[src/rtl/ifetch_if.sv]
// Fetch-stage bus bundle: instruction-memory request/response channel, decode-side
// valid/ready channel and the execute-stage redirect.
//   imem_req_valid_o/ready_i/addr_o : in-order word fetch requests
//   imem_rsp_valid_i/data_i         : responses, always accepted, in request order
//   id_valid_o/ready_i/instr_o/pc_o : instruction/PC pair towards decode
//   redirect_i/redirect_pc_i        : one-cycle restart pulse and its target PC
// Signal suffixes are from the fetch stage's point of view (modport master).
interface ifetch_if #(
    parameter int unsigned PC_WIDTH    = 32,
    parameter int unsigned INSTR_WIDTH = 32
);
    logic                   imem_req_valid_o;
    logic                   imem_req_ready_i;
    logic [PC_WIDTH-1:0]    imem_req_addr_o;
    logic                   imem_rsp_valid_i;
    logic [INSTR_WIDTH-1:0] imem_rsp_data_i;
    logic                   id_valid_o;
    logic                   id_ready_i;
    logic [INSTR_WIDTH-1:0] id_instr_o;
    logic [PC_WIDTH-1:0]    id_pc_o;
    logic                   redirect_i;
    logic [PC_WIDTH-1:0]    redirect_pc_i;

    // Fetch stage side
    modport master (
        output imem_req_valid_o, imem_req_addr_o, id_valid_o, id_instr_o, id_pc_o,
        input  imem_req_ready_i, imem_rsp_valid_i, imem_rsp_data_i, id_ready_i,
        input  redirect_i, redirect_pc_i
    );

    // Memory / decode / execute side
    modport slave (
        input  imem_req_valid_o, imem_req_addr_o, id_valid_o, id_instr_o, id_pc_o,
        output imem_req_ready_i, imem_rsp_valid_i, imem_rsp_data_i, id_ready_i,
        output redirect_i, redirect_pc_i
    );
endinterface

[src/rtl/ifetch.sv]
// Instruction fetch stage. Holds the PC, issues in-order word fetches, pairs each
// returned word with its PC in a 2-entry output buffer and hands pairs to decode.
// A redirect flushes everything buffered and drops responses of requests that were
// already in flight.
//   clk   : clock, rising edge
//   rst_n : asynchronous active-low reset
//   bus   : ifetch_if.master (memory request/response, decode handshake, redirect)
module ifetch #(
    parameter int unsigned          PC_WIDTH    = 32,
    parameter int unsigned          INSTR_WIDTH = 32,
    parameter logic [PC_WIDTH-1:0]  RESET_PC    = 32'h8000_0000
) (
    input  logic     clk,
    input  logic     rst_n,
    ifetch_if.master bus
);

    logic [PC_WIDTH-1:0]    pc_q, pc_d;
    // PCs of live in-flight requests, head at index 0
    logic [PC_WIDTH-1:0]    rq_pc_q [2];
    logic [PC_WIDTH-1:0]    rq_pc_d [2];
    logic [1:0]             rq_cnt_q, rq_cnt_d;
    // Output buffer of {pc, instr}, head at index 0
    logic [PC_WIDTH-1:0]    ob_pc_q [2];
    logic [PC_WIDTH-1:0]    ob_pc_d [2];
    logic [INSTR_WIDTH-1:0] ob_instr_q [2];
    logic [INSTR_WIDTH-1:0] ob_instr_d [2];
    logic [1:0]             ob_cnt_q, ob_cnt_d;
    // Responses still owed for requests issued before the last redirect
    logic [1:0]             disc_q, disc_d;

    logic [2:0] used;
    logic [1:0] inflight;
    logic       credit;
    logic       req_valid;
    logic       req_fire;
    logic       rsp_any;
    logic       rsp_drop;
    logic       rsp_live;
    logic       id_valid;
    logic       id_fire;
    logic       unused_redirect_lsb;

    assign unused_redirect_lsb = ^bus.redirect_pc_i[1:0];

    // Stale requests hold their slot until their response returns, so every live
    // response is guaranteed a free buffer entry.
    assign inflight = rq_cnt_q + disc_q;
    assign used     = {1'b0, rq_cnt_q} + {1'b0, disc_q} + {1'b0, ob_cnt_q};
    assign credit   = (used < 3'd2);

    // rst_n gates the request so nothing is offered while reset is held
    assign req_valid = rst_n & credit & ~bus.redirect_i;
    assign req_fire  = req_valid & bus.imem_req_ready_i;

    // A response with nothing in flight is a protocol error and is ignored
    assign rsp_any  = bus.imem_rsp_valid_i & (inflight != 2'd0);
    assign rsp_drop = bus.imem_rsp_valid_i & (disc_q != 2'd0);
    assign rsp_live = bus.imem_rsp_valid_i & (disc_q == 2'd0) & (rq_cnt_q != 2'd0);

    assign id_valid = (ob_cnt_q != 2'd0);
    assign id_fire  = id_valid & bus.id_ready_i;

    always_comb begin
        pc_d       = pc_q;
        rq_pc_d    = rq_pc_q;
        rq_cnt_d   = rq_cnt_q;
        ob_pc_d    = ob_pc_q;
        ob_instr_d = ob_instr_q;
        ob_cnt_d   = ob_cnt_q;
        disc_d     = disc_q;

        if (bus.redirect_i) begin
            pc_d     = {bus.redirect_pc_i[PC_WIDTH-1:2], 2'b00};
            rq_cnt_d = 2'd0;
            ob_cnt_d = 2'd0;
            // A response arriving now belongs to an old request and is dropped here
            disc_d   = inflight - {1'b0, rsp_any};
        end else begin
            if (rsp_live) begin
                rq_pc_d[0] = rq_pc_q[1];
                rq_cnt_d   = rq_cnt_q - 2'd1;
            end
            if (req_fire) begin
                rq_pc_d[rq_cnt_d[0]] = pc_q;
                rq_cnt_d             = rq_cnt_d + 2'd1;
                pc_d                 = pc_q + PC_WIDTH'(4);
            end
            if (rsp_drop) begin
                disc_d = disc_q - 2'd1;
            end
            if (id_fire) begin
                ob_pc_d[0]    = ob_pc_q[1];
                ob_instr_d[0] = ob_instr_q[1];
                ob_cnt_d      = ob_cnt_q - 2'd1;
            end
            if (rsp_live) begin
                ob_pc_d[ob_cnt_d[0]]    = rq_pc_q[0];
                ob_instr_d[ob_cnt_d[0]] = bus.imem_rsp_data_i;
                ob_cnt_d                = ob_cnt_d + 2'd1;
            end
        end
    end

    always_ff @(posedge clk or negedge rst_n) begin
        if (!rst_n) begin
            pc_q          <= RESET_PC;
            rq_pc_q[0]    <= '0;
            rq_pc_q[1]    <= '0;
            rq_cnt_q      <= 2'd0;
            ob_pc_q[0]    <= '0;
            ob_pc_q[1]    <= '0;
            ob_instr_q[0] <= '0;
            ob_instr_q[1] <= '0;
            ob_cnt_q      <= 2'd0;
            disc_q        <= 2'd0;
        end else begin
            pc_q       <= pc_d;
            rq_pc_q    <= rq_pc_d;
            rq_cnt_q   <= rq_cnt_d;
            ob_pc_q    <= ob_pc_d;
            ob_instr_q <= ob_instr_d;
            ob_cnt_q   <= ob_cnt_d;
            disc_q     <= disc_d;
        end
    end

    assign bus.imem_req_valid_o = req_valid;
    assign bus.imem_req_addr_o  = pc_q;
    assign bus.id_valid_o       = id_valid;
    assign bus.id_instr_o       = ob_instr_q[0];
    assign bus.id_pc_o          = ob_pc_q[0];

endmodule
[src/flat_wrapper.sv]
// flat-port wrapper written by rule: the top's interface ports become plain ports
module ifetch_flat 
#(
    parameter int unsigned          PC_WIDTH    = 32,
    parameter int unsigned          INSTR_WIDTH = 32,
    parameter logic [PC_WIDTH-1:0]  RESET_PC    = 32'h8000_0000
)
  (clk, rst_n, bus_imem_req_valid_o, bus_imem_req_addr_o, bus_id_valid_o, bus_id_instr_o, bus_id_pc_o, bus_imem_req_ready_i, bus_imem_rsp_valid_i, bus_imem_rsp_data_i, bus_id_ready_i, bus_redirect_i, bus_redirect_pc_i);
  ifetch_if #(.PC_WIDTH(PC_WIDTH), .INSTR_WIDTH(INSTR_WIDTH)) bus_i ();
  input  logic clk;
  input  logic rst_n;
  output wire logic [$bits(bus_i.imem_req_valid_o)-1:0] bus_imem_req_valid_o;
  output wire logic [$bits(bus_i.imem_req_addr_o)-1:0] bus_imem_req_addr_o;
  output wire logic [$bits(bus_i.id_valid_o)-1:0] bus_id_valid_o;
  output wire logic [$bits(bus_i.id_instr_o)-1:0] bus_id_instr_o;
  output wire logic [$bits(bus_i.id_pc_o)-1:0] bus_id_pc_o;
  input wire logic [$bits(bus_i.imem_req_ready_i)-1:0] bus_imem_req_ready_i;
  input wire logic [$bits(bus_i.imem_rsp_valid_i)-1:0] bus_imem_rsp_valid_i;
  input wire logic [$bits(bus_i.imem_rsp_data_i)-1:0] bus_imem_rsp_data_i;
  input wire logic [$bits(bus_i.id_ready_i)-1:0] bus_id_ready_i;
  input wire logic [$bits(bus_i.redirect_i)-1:0] bus_redirect_i;
  input wire logic [$bits(bus_i.redirect_pc_i)-1:0] bus_redirect_pc_i;
  assign bus_imem_req_valid_o = bus_i.imem_req_valid_o;
  assign bus_imem_req_addr_o = bus_i.imem_req_addr_o;
  assign bus_id_valid_o = bus_i.id_valid_o;
  assign bus_id_instr_o = bus_i.id_instr_o;
  assign bus_id_pc_o = bus_i.id_pc_o;
  assign bus_i.imem_req_ready_i = bus_imem_req_ready_i;
  assign bus_i.imem_rsp_valid_i = bus_imem_rsp_valid_i;
  assign bus_i.imem_rsp_data_i = bus_imem_rsp_data_i;
  assign bus_i.id_ready_i = bus_id_ready_i;
  assign bus_i.redirect_i = bus_redirect_i;
  assign bus_i.redirect_pc_i = bus_redirect_pc_i;
  ifetch #(.PC_WIDTH(PC_WIDTH), .INSTR_WIDTH(INSTR_WIDTH), .RESET_PC(RESET_PC)) u_core (.clk(clk), .rst_n(rst_n), .bus(bus_i));
endmodule
[config.mk]
export PLATFORM = sky130hd
export DESIGN_NAME = ifetch_flat
export DESIGN_NICKNAME = d
export VERILOG_FILES = /design/src/rtl/ifetch_if.sv /design/src/rtl/ifetch.sv /design/src/flat_wrapper.sv
export SDC_FILE = /design/constraint.sdc
export NUM_CORES = 1
export LEC_CHECK = 0
export ABC_CLOCK_PERIOD_IN_PS = 4500
export CAP_MARGIN = 20
export CORE_UTILIZATION = 35
export DETAILED_ROUTE_END_ITERATION = 12
export GPL_TIMING_DRIVEN = 0
export HOLD_SLACK_MARGIN = 0.15
export PLACE_DENSITY = 0.63
export SKIP_CTS_REPAIR_TIMING = 1
export SLEW_MARGIN = 20
export SYNTH_ARGS = -nofsm -noshare
export SYNTH_HDL_FRONTEND = slang
export SYNTH_SLANG_ARGS = --single-unit
[constraint.sdc]
create_clock -name clk -period 4.5 [get_ports clk]
set_input_delay 1.35 -clock clk [delete_from_list [all_inputs] [get_ports clk]]
set_output_delay 1.35 -clock clk [all_outputs]
set_load 0.02 [all_outputs]
**Yosys cells after proc, flatten, opt, wreduce, memory -nomap -nowiden**

Cells that the tools add are included.

- Flip-flop bits (word level): 230
- Latch bits: 0
- RAM bits: 0
- Memory bits (read-only): 0
- Input bits: 70
- Output and inout port bits: 98
- Memories kept: 0

- $add $sub $neg: 10
- $mul: 0
- Div/mod/pow operators: 0
- $lt $le $gt $ge: 5
- Eq/ne operators: 0
- Shifts and indexed selects: 0
- Muxes and demuxes: 28
- Bitwise logic cells: 11
- Reduce and logical (&&, ||, !) cells: 11

Operators with widths:

| cell | count |
|---|---|
| 32-bit two-way mux | 10 |
| 64-bit bitwise mux | 3 |
| 64-bit two-way mux | 3 |
| 32-bit demux with 1-bit select | 2 |
| 32-bit by 3-bit adder with 32-bit output (second input constant) | 1 |
| 2-bit two-way mux | 10 |
| 2-bit nonzero test | 6 |
| 1-bit bitwise AND | 8 |
| 2-bit by 1-bit subtractor with 2-bit output (second input constant) | 3 |
| 2-bit by 1-bit adder with 2-bit output (second input constant) | 2 |
| 2-bit greater-or-equal comparator (second input constant) | 2 |
| 2-bit by 1-bit less-than comparator with 1-bit output (second input constant) | 2 |
| 1-bit inverter with 2-bit output | 2 |
| 2-bit AND reduction | 2 |
| 2-bit by 2-bit adder with 3-bit output | 1 |
| 3-bit by 2-bit adder with 3-bit output | 1 |
| 3-bit by 2-bit less-than comparator with 1-bit output (second input constant) | 1 |
| 2-bit adder | 1 |
| 1-bit logical AND | 2 |
| 2-bit zero test | 1 |
| 2-bit by 1-bit subtractor with 2-bit output | 1 |
| 1-bit inverter | 1 |

**Longest topological paths before layout**

Gate-level depths: netlist (run 1).

- Depth in word-level cells: 12
- Mapped depth: 11
- Mapped depth without buffers: 8

**Worst setup path before layout (run 1)**

Ideal clock, no wire load.

- Path kind: input to output
- Start: in bus_redirect_i
- End: out bus_imem_req_valid_o
- Arrival time: 2.707 ns
- Required time: 3.150 ns
- Slack: 0.443 ns
- Stages on the path: 4
- Buffers on the path: 3
- Cell sequence: clkbuf_1 -> clkbuf_1 -> clkbuf_1 -> nor4b_1

- Longest elaborated chain between the ends: 2

Ends and longest elaborated chain:

| element | line | text |
|---|---|---|
| start, declared | flat_wrapper.sv:21 | `input wire logic [$bits(bus_i.redirect_i)-1:0] bus_redirect_i;` |
| 1-bit inverter (no source line) | - |  |
| 1-bit bitwise AND | ifetch.sv:53 | `assign req_valid = rst_n & credit & ~bus.redirect_i;` |
| end, declared | flat_wrapper.sv:12 | `output wire logic [$bits(bus_i.imem_req_valid_o)-1:0] bus_imem_req_valid_o;` |

Every way passes these cells.

**Worst setup path in the final report (run 1)**

- Start: reg u_core.disc_q[1]
- End: out bus_imem_req_valid_o

- Longest elaborated chain between the ends: 5

Ends and longest elaborated chain:

| element | line | text |
|---|---|---|
| start, declared | ifetch.sv:30 | `logic [1:0] disc_q, disc_d;` |
| start signal, assigned | ifetch.sv:124 | `disc_q <= disc_d;` |
| 2-bit by 2-bit adder with 3-bit output | ifetch.sv:49 | `assign used = {1'b0, rq_cnt_q} + {1'b0, disc_q} + {1'b0, ob_cnt_q};` |
| 3-bit by 2-bit adder with 3-bit output | ifetch.sv:49 |  |
| 3-bit by 2-bit less-than comparator with 1-bit output | ifetch.sv:50 | `assign credit = (used < 3'd2);` |
| 1-bit bitwise AND (2 in series) | ifetch.sv:53 |  |

Every way passes these cells.

==> results of run 1 <==
synth_stat cells, types with 9 or more instances:
cell | instances | area, um2
a21oi_1 | 41 | 205
a221o_1 | 69 | 691
a31oi_1 | 32 | 200
buf_2 | 48 | 240
buf_4 | 66 | 495
clkbuf_1 | 42 | 158
dfrtp_1 | 225 | 5630
inv_1 | 40 | 150
mux2_2 | 97 | 1090
nand2_1 | 37 | 139
nand3_1 | 24 | 120
nand4_1 | 15 | 93.8
nor2_1 | 45 | 169
nor2b_1 | 67 | 419
nor3_1 | 11 | 55.1
nor4_1 | 38 | 238
o21ai_0 | 45 | 225
o221a_2 | 30 | 338
xnor2_1 | 9 | 78.8
sequential cells by signal (all words and copies together), names as in the netlist:
signal	flops
u_core.ob_instr_q	32
u_core.bus.id_instr_o	32
u_core.bus.id_pc_o	32
u_core.ob_cnt_q	2
u_core.bus.imem_req_addr_o	30
u_core.rq_pc_q	62
u_core.rq_cnt_q	2
u_core.disc_q	2
u_core.ob_pc_q	32
final timing paths:
check / from / endpoint / slack [ns]
worst max-delay path: u_core.disc_q[1] / bus_imem_req_valid_o / 0.15
worst min-delay path: u_core.ob_pc_q[24] / u_core.bus.id_pc_o[24] / 0.49
worst max register to register: u_core.disc_q[1] / u_core.bus.imem_req_addr_o[23] / 1.30
worst min register to register: u_core.ob_pc_q[24] / u_core.bus.id_pc_o[24] / 0.49
max in group asynchronous: rst_n / u_core.bus.imem_req_addr_o[13] / 3.01
min in group asynchronous: rst_n / u_core.bus.id_instr_o[7] / 0.70
logic make-up after synthesis:
group           count (synthesis)  synth area share
flops                         226             0.490
xor+xnor                       10           0.00759
fa+ha+maj                       9            0.0104
other cells                     1          0.000325
buf+inv                       199            0.0915
simple gates                  275             0.134
mux                           100            0.0972
compound gates                253             0.169
power by group:
part / internal [uW] / leakage (uW) / switching, uW / total (uW)
Combinational: 1190 / 0.00332 / 1270 / 2460
Clock: 1420 / 0.000442 / 852 / 2270
Sequential: 2470 / 0.00300 / 391 / 2860
final cells by class:
class	count	area, um2
Multi-Input combinational cell	649	4850
Sequential cell	226	5660
Fill cell	3045	17700
Buffer	158	906
Tap cell	442	553
Inverter	40	150
Clock inverter	12	196
Timing Repair Buffer	164	1680
Clock buffer	35	726
layout by cell type (no fill, tap or decap), types with 11 or more instances in the layout:
| cell | n |
|---|---|
| a221o_1 | 69 |
| a31oi_1 | 32 |
| nand2_1 | 37 |
| nor2_1 | 45 |
| buf_2 | 48 |
| nand3_1 | 24 |
| buf_4 | 66 |
| dfrtp_1 | 225 |
| inv_1 | 40 |
| mux2_2 | 97 |
| clkbuf_1 | 44 |
| o21ai_0 | 45 |
| nand4_1 | 15 |
| nor3_1 | 11 |
| clkbuf_16 | 27 |
| nor2b_1 | 67 |
| a21oi_1 | 41 |
| clkdlybuf4s50_1 | 160 |
| o221a_2 | 30 |
| nor4_1 | 38 |
worst max-delay path: cells and delay by family (launching register included):
family / cells / cell delay (ns)
adder cells (fa/ha/maj): 2 / 0.78
flip-flops: 1 / 0.39
XOR/XNOR: 1 / 0.45
buffers and inverters: 4 / 0.76
AND/OR/NAND/NOR: 1 / 0.10
metrics by stage:
stage | cell area, um2 | util | cells | hold slack [ns] | TNS [ns]
2_1_floorplan | 11500 | - | 1074 | 0.475 | 0
3_3_place_gp | 13700 | 0.423 | 1678 | 0.480 | -2462.37
3_5_place_dp | 13800 | 0.425 | 1680 | 0.486 | -0.477
4_1_cts | 14700 | 0.453 | 1727 | 0.499 | -0.792
5_1_grt | 14700 | 0.454 | 1726 | 0.509 | -0.00106
6_report | 14700 | 0.454 | 1726 | 0.491 | 0
per-layer routing:
layer  vias to the layer above  global-route usage  routed length (um)
met2                       420               0.315               15200
met3                        54              0.0370                2560
met5                         -                   0                   0
met1                      4597               0.268               14500
met4                         0              0.0527                 735
li1                       4306                   -                   -
==> qor.csv, run 1 <==
stage,metric,value,unit
outcome,run status,completed,
worst_setup_path,crit path cell chain,inv_1 > fa_1 > inv_1 > ha_1 > xnor2_2 > clkbuf_2 > nor4b_2 > dlymetal6s2s_1,
worst_setup_path,slowest CP cell,fa_1,
detailed_routing,average wire per cell in the routed design,19.2,um
placed_design,HPWL Detailed,23300,um
synth,Post-synth ARST share,1.00,
floorplan,Core Area,32500,um2
hold_path,Hold WC Path Type,reg2reg,
finish,share of post-route cells with drive strength above 1,0.233,
hold_path,worst hold stages,1,
finish,area grow syn2layout,27.5,%
detailed_routing,Detail Route Antenna Nets,0,
synth,count of cell types in the netlist,56,
timing,final setup vio count,0,
floorplan,Die Ht,184,um
timing,Final Slew Violations,0,
detailed_routing,initial DRC count,1004,
worst_setup_path,crit-path most repeated cell,inv_1,
floorplan,Row Count,66,
detailed_routing,Vias,9377,
job,Max Cap Viol,0,
worst_setup_path,CP Class,reg2out,
global_routing,total gr overflow,0,
floorplan,starting density of the core,0.356,
synth,"Seq/Total Area, Yosys",0.490,
clocking,CTS buffer count,26,
clocking,CTS clock-pin slew for the worst setup and hold paths,0.06,ns
synth,synthesized flop and latch total,226,
timing,Clock Skew,0.0145,ns
detailed_routing,Vias per Instance,5.43,
worst_setup_path,"Arr. time, crit path",3.00,ns
synth,average footprint of a synthesized cell,10.8,um2
global_routing,GRT Total Usage,0.195,
floorplan,die width,184,um
placed_design,DP Worst Slack,-0.477,ns
worst_setup_path,element type at the critical path end,output pin,
detailed_routing,DR pass1 iterations,6,
placed_design,PortBufs,162,
floorplan,total die area,33700,um2
clocking,H-tree levels,1,
timing,relative slew slack,0.418,
timing,worst slew pin tran,0.872,ns
pwr,pwr/cell area,515,nW/um2
pwr,Leak,0.00676,uW
global_routing,largest net degree at the start of global routing,98,
worst_setup_path,worst path required time,3.15,ns
timing,worst setup margin,0.148,ns
worst_setup_path,startpoint types,register,
pwr,Max IR drop VDD,0.283,mV
synth,Syn Inst Count,1073,
clocking,Worst-Skew Late Latency,0.53,ns
clocking,CTS tree,done,
global_routing,vias in the first global route,9129,
worst_setup_path,reg2reg path depth,9,
finish,n_diodes,0,
detailed_routing,DRT Wirelength,33100,um
timing,final hold viol count,0,
synth,"Cell Area, Synth",11500,um2
global_routing,first-pass GRT wire length,51900,um
synth,Post-synth top flop,dfrtp_1,
clocking,root buf cell,clkbuf_16,
detailed_routing,drt drc,0,
finish,Layout Nets,1344,
timing,Fmax,230,MHz
floorplan,top-level port count,168,
clocking,clock buffer depth,3,
synth,Yosys Warn Count,0,
placed_design,routability congestion estimate,0.901,
worst_setup_path,CP Max Fanout,10,
global_routing,initial antenna violation count,0,
timing,minimum clock period,4.35,ns
pwr,"Power, Total",7590,uW
worst_setup_path,Worst path max stage delay,0.53,ns
synth,number of synthesized flops with an enable pin,0,
clocking,Sink Count,226,
timing,period utilisation layout,0.967,
Power figures use the tool's default switching activity.
==> run 2, diff against run 1 <==
--- a/config.mk
+++ b/config.mk
@@ -6,7 +6,6 @@
 export NUM_CORES = 1
 export LEC_CHECK = 0
 export ABC_CLOCK_PERIOD_IN_PS = 4500
-export CAP_MARGIN = 20
 export CORE_UTILIZATION = 35
 export DETAILED_ROUTE_END_ITERATION = 12
 export GPL_TIMING_DRIVEN = 0
==> results of run 2 <==
Final layout, timing and power as in run 1 (identical DEF).
==> run 3, diff against run 2 <==
--- a/config.mk
+++ b/config.mk
@@ -12,6 +12,7 @@
 export HOLD_SLACK_MARGIN = 0.15
 export PLACE_DENSITY = 0.63
 export SKIP_CTS_REPAIR_TIMING = 1
+export SKIP_LAST_GASP = 1
 export SLEW_MARGIN = 20
 export SYNTH_ARGS = -nofsm -noshare
 export SYNTH_HDL_FRONTEND = slang
==> results of run 3 <==
Final layout, timing and power as in run 1 (identical DEF).
